$ cat src/rtl/pcode_seq.sv
// Pseudocode ROM address sequencer: walks [start_addr, start_addr+length-1] at one chip per chip_div clocks.
// Optional epoch counter port enabled by defining PCODE_SEQ_EPOCH_CNT_EN.
module pcode_seq #(
    parameter int unsigned DEPTH = 20460,
    parameter int unsigned AW    = 16
) (
    input  logic          clk,
    input  logic          rst,
    input  logic          start,
    input  logic          stop,
    input  logic [AW-1:0] start_addr,
    input  logic [AW-1:0] length,
    input  logic [15:0]   chip_div,
    output logic [AW-1:0] pcode_addr,
    input  logic          pcode_0,
    input  logic          pcode_1,
    input  logic          pcode_2,
    input  logic          pcode_3,
    input  logic          pcode_4,
    input  logic          pcode_5,
    input  logic          pcode_6,
    input  logic          pcode_7,
    output logic [7:0]    chip_bits,
    output logic          chip_valid,
    output logic          epoch,
    output logic          busy,
    output logic          cfg_err
`ifdef PCODE_SEQ_EPOCH_CNT_EN
    ,
    output logic [15:0]   epoch_cnt
`endif
);

    typedef enum logic [1:0] {IDLE, PRIME, RUN} state_t;

    localparam logic [AW:0] LIMIT = (AW+1)'(DEPTH);

    state_t        state;
    logic [AW-1:0] base;
    logic [AW-1:0] last_addr;
    logic [AW-1:0] last_idx;
    logic [AW-1:0] idx;
    logic [15:0]   div;
    logic [15:0]   div_cnt;

    logic [AW:0]   end_sum;
    logic          cfg_ok;
    logic [7:0]    rom_dat;
    logic [AW-1:0] next_addr;
    logic          pre_tick;

    assign end_sum   = {1'b0, start_addr} + {1'b0, length};
    assign cfg_ok    = (length != '0) && (end_sum <= LIMIT);
    assign rom_dat   = {pcode_7, pcode_6, pcode_5, pcode_4,
                        pcode_3, pcode_2, pcode_1, pcode_0};
    assign next_addr = (pcode_addr == last_addr) ? base : pcode_addr + AW'(1);
    // The address must lead the chip being captured by one cycle, so it moves
    // in the cycle before each tick (always true in PRIME, and every cycle when div is 1).
    assign pre_tick  = (div_cnt == div - 16'd1);

    always_ff @(posedge clk) begin
        if (rst) begin
            state      <= IDLE;
            base       <= '0;
            last_addr  <= '0;
            last_idx   <= '0;
            idx        <= '0;
            div        <= 16'd1;
            div_cnt    <= '0;
            pcode_addr <= '0;
            chip_bits  <= '0;
            chip_valid <= 1'b0;
            epoch      <= 1'b0;
            busy       <= 1'b0;
            cfg_err    <= 1'b0;
`ifdef PCODE_SEQ_EPOCH_CNT_EN
            epoch_cnt  <= '0;
`endif
        end else begin
            chip_valid <= 1'b0;
            epoch      <= 1'b0;
            cfg_err    <= 1'b0;
            case (state)
                IDLE: begin
                    if (start) begin
                        if (cfg_ok) begin
                            base       <= start_addr;
                            last_addr  <= start_addr + length - AW'(1);
                            last_idx   <= length - AW'(1);
                            div        <= (chip_div == 16'd0) ? 16'd1 : chip_div;
                            pcode_addr <= start_addr;
                            idx        <= '0;
                            div_cnt    <= '0;
                            busy       <= 1'b1;
                            state      <= PRIME;
`ifdef PCODE_SEQ_EPOCH_CNT_EN
                            epoch_cnt  <= '0;
`endif
                        end else begin
                            cfg_err <= 1'b1;
                        end
                    end
                end
                PRIME: begin
                    if (stop) begin
                        busy  <= 1'b0;
                        state <= IDLE;
                    end else begin
                        pcode_addr <= next_addr;
                        state      <= RUN;
                    end
                end
                RUN: begin
                    if (stop) begin
                        busy  <= 1'b0;
                        state <= IDLE;
                    end else begin
                        div_cnt <= pre_tick ? 16'd0 : div_cnt + 16'd1;
                        if (pre_tick) begin
                            pcode_addr <= next_addr;
                        end
                        if (div_cnt == 16'd0) begin
                            chip_bits  <= rom_dat;
                            chip_valid <= 1'b1;
                            if (idx == last_idx) begin
                                epoch <= 1'b1;
                                idx   <= '0;
`ifdef PCODE_SEQ_EPOCH_CNT_EN
                                epoch_cnt <= epoch_cnt + 16'd1;
`endif
                            end else begin
                                idx <= idx + AW'(1);
                            end
                        end
                    end
                end
                default: begin
                    busy  <= 1'b0;
                    state <= IDLE;
                end
            endcase
        end
    end

endmodule

$ cat config.mk
export PLATFORM = sky130hd
export DESIGN_NAME = pcode_seq
export DESIGN_NICKNAME = d
export VERILOG_FILES = /design/src/rtl/pcode_seq.sv
export SDC_FILE = /design/constraint.sdc
export NUM_CORES = 1
export LEC_CHECK = 0
export CAP_MARGIN = 0
export CORE_MARGIN = 4
export CORE_UTILIZATION = 45
export CTS_CLUSTER_DIAMETER = 100
export DETAILED_ROUTE_END_ITERATION = 10
export GPL_TIMING_DRIVEN = 1
export PLACE_DENSITY_LB_ADDON = 0.05
export SYNTH_ARGS = -nofsm -noshare
export SYNTH_HDL_FRONTEND = slang
export SYNTH_SLANG_ARGS = --single-unit
$ cat constraint.sdc
create_clock -name clk -period 12.4 [get_ports clk]
set_input_delay 2.48 -clock clk [delete_from_list [all_inputs] [get_ports clk]]
set_output_delay 2.48 -clock clk [all_outputs]
set_load 0.01 [all_outputs]
==> key figures <==
Outcome
  – Status: finished clean

CTS
  – CTS tree: done
  – Resized cells post-CTS: 0
  – CTS clk-pin slew, worst paths: 0.06 ns
  – Post-CTS setup buffer count: 0
  – Clock Latency Late Sink: 0.43 ns
  – Max H-tree Level: 4
  – Max clock buf depth: 2
  – Clk sinks: 126
  – CTS Hold Buffers Added: 0
  – Root buffer cell: clkbuf_16
  – CTS Buf Count: 17

Power and ir drop
  – Total power: ~1.4 mW
  – Seq pwr share: 34.3%
  – Int Pwr: 0.934 mW
  – Combinational power share: between 20% and 30%
  – Psw: between 0.4 and 0.5 mW
  – Fraction of power spent switching nets: 31.0%
  – Lkg Pwr: between 3 and 4 nW
  – Clock share of power: between 40% and 50%
  – PwrDens: roughly 130 nW/um^2
  – Worst vdd ir: between 90 and 100 uV

Floorplanning
  – Core area: between 15,000 and 20,000 sq um
  – Initial cell density of the core: a little under half
  – Row cnt: 50
  – Die area: approximately 21,000 sq um
  – IO Pins: between 80 and 90
  – Die span in x: approximately 150 um
  – Die Y: 146 um

Setup path
  – Worst EP required: 12.74 ns
  – Worst EP arrival: 7.13 ns
  – Crit path launch type: input pin
  – Kind of critical path: in -> reg
  – CP startpoint: start_addr[0]
  – Critical Path Sink Type: register
  – End point of the critical path: last_addr[0]
  – Origin of the critical flop-to-flop path: div[0]
  – Crit-path max FO: 50
  – R2R depth: 13
  – Worst R2R End: pcode_addr[1]
  – Flop-to-flop setup slack: between 8 and 9 ns

Drt
  – Initial DRC Count: 448
  – Total number of vias: ~7,800
  – Total Wirelength: ~23,000 um
  – Via/cell ratio: between 5 and 6
  – Detailed Routing Iterations Pass 1: 5
  – M1 wire length: between 10,000 and 15,000 um
  – DRC errors left: 0
  – Met2 WL: ~11,000 um
  – Highest Signal Layer: met4
  – Routed met3 length: between 900 and 1000 um
  – Final ANT Viol Nets: 0
  – Per-cell routed wire length: approximately 16 um

Logic synthesis
  – Synth warn: 0
  – Post-Syn Area: approximately 8600 sq um
  – Yosys reg bits: roughly 130
  – Synth Flop Type: dfxtp_1
  – Post-Syn Instances: about 1,100
  – Synth cell types: 66
  – Number of synthesized flops with an enable pin: 0
  – Syn_area_per_cell: between 7 and 8 sq um
  – Sequential fraction of the synthesis area: between 20% and 30%
  – Mapped Nets: between 1,000 and 1,500
  – Post-synth ARST share: 0%

Timing
  – Fin. max-slew vios: 0
  – Skew final: between 0.01 and 0.015 ns
  – Tightest Pin Transition: between 1 and 1.5 ns
  – Final worst path period share: 54.7%
  – Fin crit period: around 6.8 ns
  – Setup violations, final: 0
  – Fmax: about 150 MHz
  – Hold Violations, Final: 0
  – Max-slew headroom: 20.0%
  – RSZ-0062 raised after global routing: false
  – Setup TNS: 0 ns

Final layout
  – Reg area: 2520 sq um
  – Most frequent cells in the layout: nand2_1, dfxtp_1, nor2_1
  – Post-Layout Cell Count: between 1,000 and 1,500
  – Commonest non-fill, non-tap cell in the layout: nand2_1
  – Util after Layout: between 50% and 60%
  – Nets: around 1,300
  – Area of the multi-input gates: between 5000 and 6000 sq um
  – Ant. Diodes: 0
  – Area grow syn2layout: 19.2%
  – Filler cells: about 1,800
  – Share of cells above drive strength 1: 6.03%

GRT
  – GRT Total Usage: 21.5%
  – Pin count of the biggest net entering global routing: just over 80
  – Grt ovf: 0
  – Antenna violations before repair: 0
  – Global-route wire length before repair: ~38,000 um
  – Number of global-route vias before repair: 7,375

Placement
  – GP Congestion: between 0.8 and 0.9
  – HPWL Detailed: 16,900 um
  – Placed cell count: 1,381
  – Port Buffers: 87

Hold path
  – Min-Delay Path Class: reg -> reg
  – HP Start: base[7]

Job
  – MaxCap Viol Count: 0
-- routing by layer --
| layer | up-vias | GRT usage [%] |
|---|---|---|
| met1 | 3627 | 26.5 |
| met5 | - | 0 |
| met4 | 0 | 7.67 |
| met3 | 29 | 4.55 |
| li1 | 3990 | - |
| met2 | 150 | 37.1 |
-- worst max-delay path: stages --
cell,delay (ns)
clkdlybuf4s50_1,0.50
ha_1,0.30
fa_1,0.44
a211o_1,0.34
a2111oi_2,0.37
or2_1,0.17
nand2_1,0.04
and4_1,0.18
a311o_1,0.41
a21boi_1,0.37
and3_2,0.61
buf_4,0.58
nor2_1,0.08
a211oi_1,0.21
-- cell usage after synthesis (all sizes together), types with 20 or more instances --
cell type	number	share of area (%)
o21ai	65	3.8
nor2	95	4.2
xor2	37	3.8
mux2i	27	3.2
a21oi	91	5.3
nor4	20	1.8
dfxtp	126	29
and3	28	2.0
xnor2	60	6.1
ha	55	8.0
inv	78	3.4
clkbuf	36	1.6
a211oi	40	4.3
nand2	138	6.1
nand3	30	1.8
-- final cells by class --
cell class	instances	share of cell area [%]
multi-input cells	849	54.3
flip-flops and latches	126	24.7
repair buffers	94	9.01
clock buffers	17	4.16
inverters	78	2.87
well taps	234	2.87
clock inverters	14	2.13
-- cell families after synthesis --
kind of cell,synth area share [%]
and+or+nand+nor,23.4
AOI/OAI and AO/OA,19.6
buffers and inverters,6.00
DFF,29.4
xor gates and xnor gates,9.92
adders and majority gates,8.50
muxes,3.15
-- worst min-delay path by stage --
| stage | endpoint | slack [ns] | depth (start not counted) |
|---|---|---|---|
| 6_report | base[7] | 0.45 | 2 |
| 5_1_grt | base[6] | 0.47 | 2 |
| 4_1_cts | base[7] | 0.46 | 2 |
| 3_5_place_dp | base[10] | 0.45 | 2 |
| 3_3_place_gp | base[7] | 0.45 | 2 |
| 2_1_floorplan | base[1] | 0.44 | 2 |
-- power groups by stage --
stage	clock (mW)	combinational, mW	sequential, mW
CTS	0.565	0.337	0.464
detailed placement	0	0.335	0.473
finish	0.554	0.335	0.464
global placement	0	0.333	0.473
global route	0.581	0.375	0.468
floorplan	0	0.234	0.465
-- registers in the layout, indices dropped and copies added (netlist names) --
signal / cells
base: 16
div: 16
div_cnt: 16
idx: 16
last_addr: 16
last_idx: 16
pcode_addr: 16
chip_bits: 8
state: 2
busy: 1
cfg_err: 1
chip_valid: 1
epoch: 1
-- through the flow --
stage / setup WS, ns / cell area (sq um) / hold slack (ns)
4_1_cts: 5.59 / 10200 / 0.455
5_1_grt: 5.18 / 10200 / 0.471
2_1_floorplan: 6.73 / 8570 / 0.436
6_report: 5.61 / 10200 / 0.454
3_3_place_gp: 5.27 / 9570 / 0.445
3_5_place_dp: 5.16 / 9570 / 0.447
(Power assumes the default switching activity.)
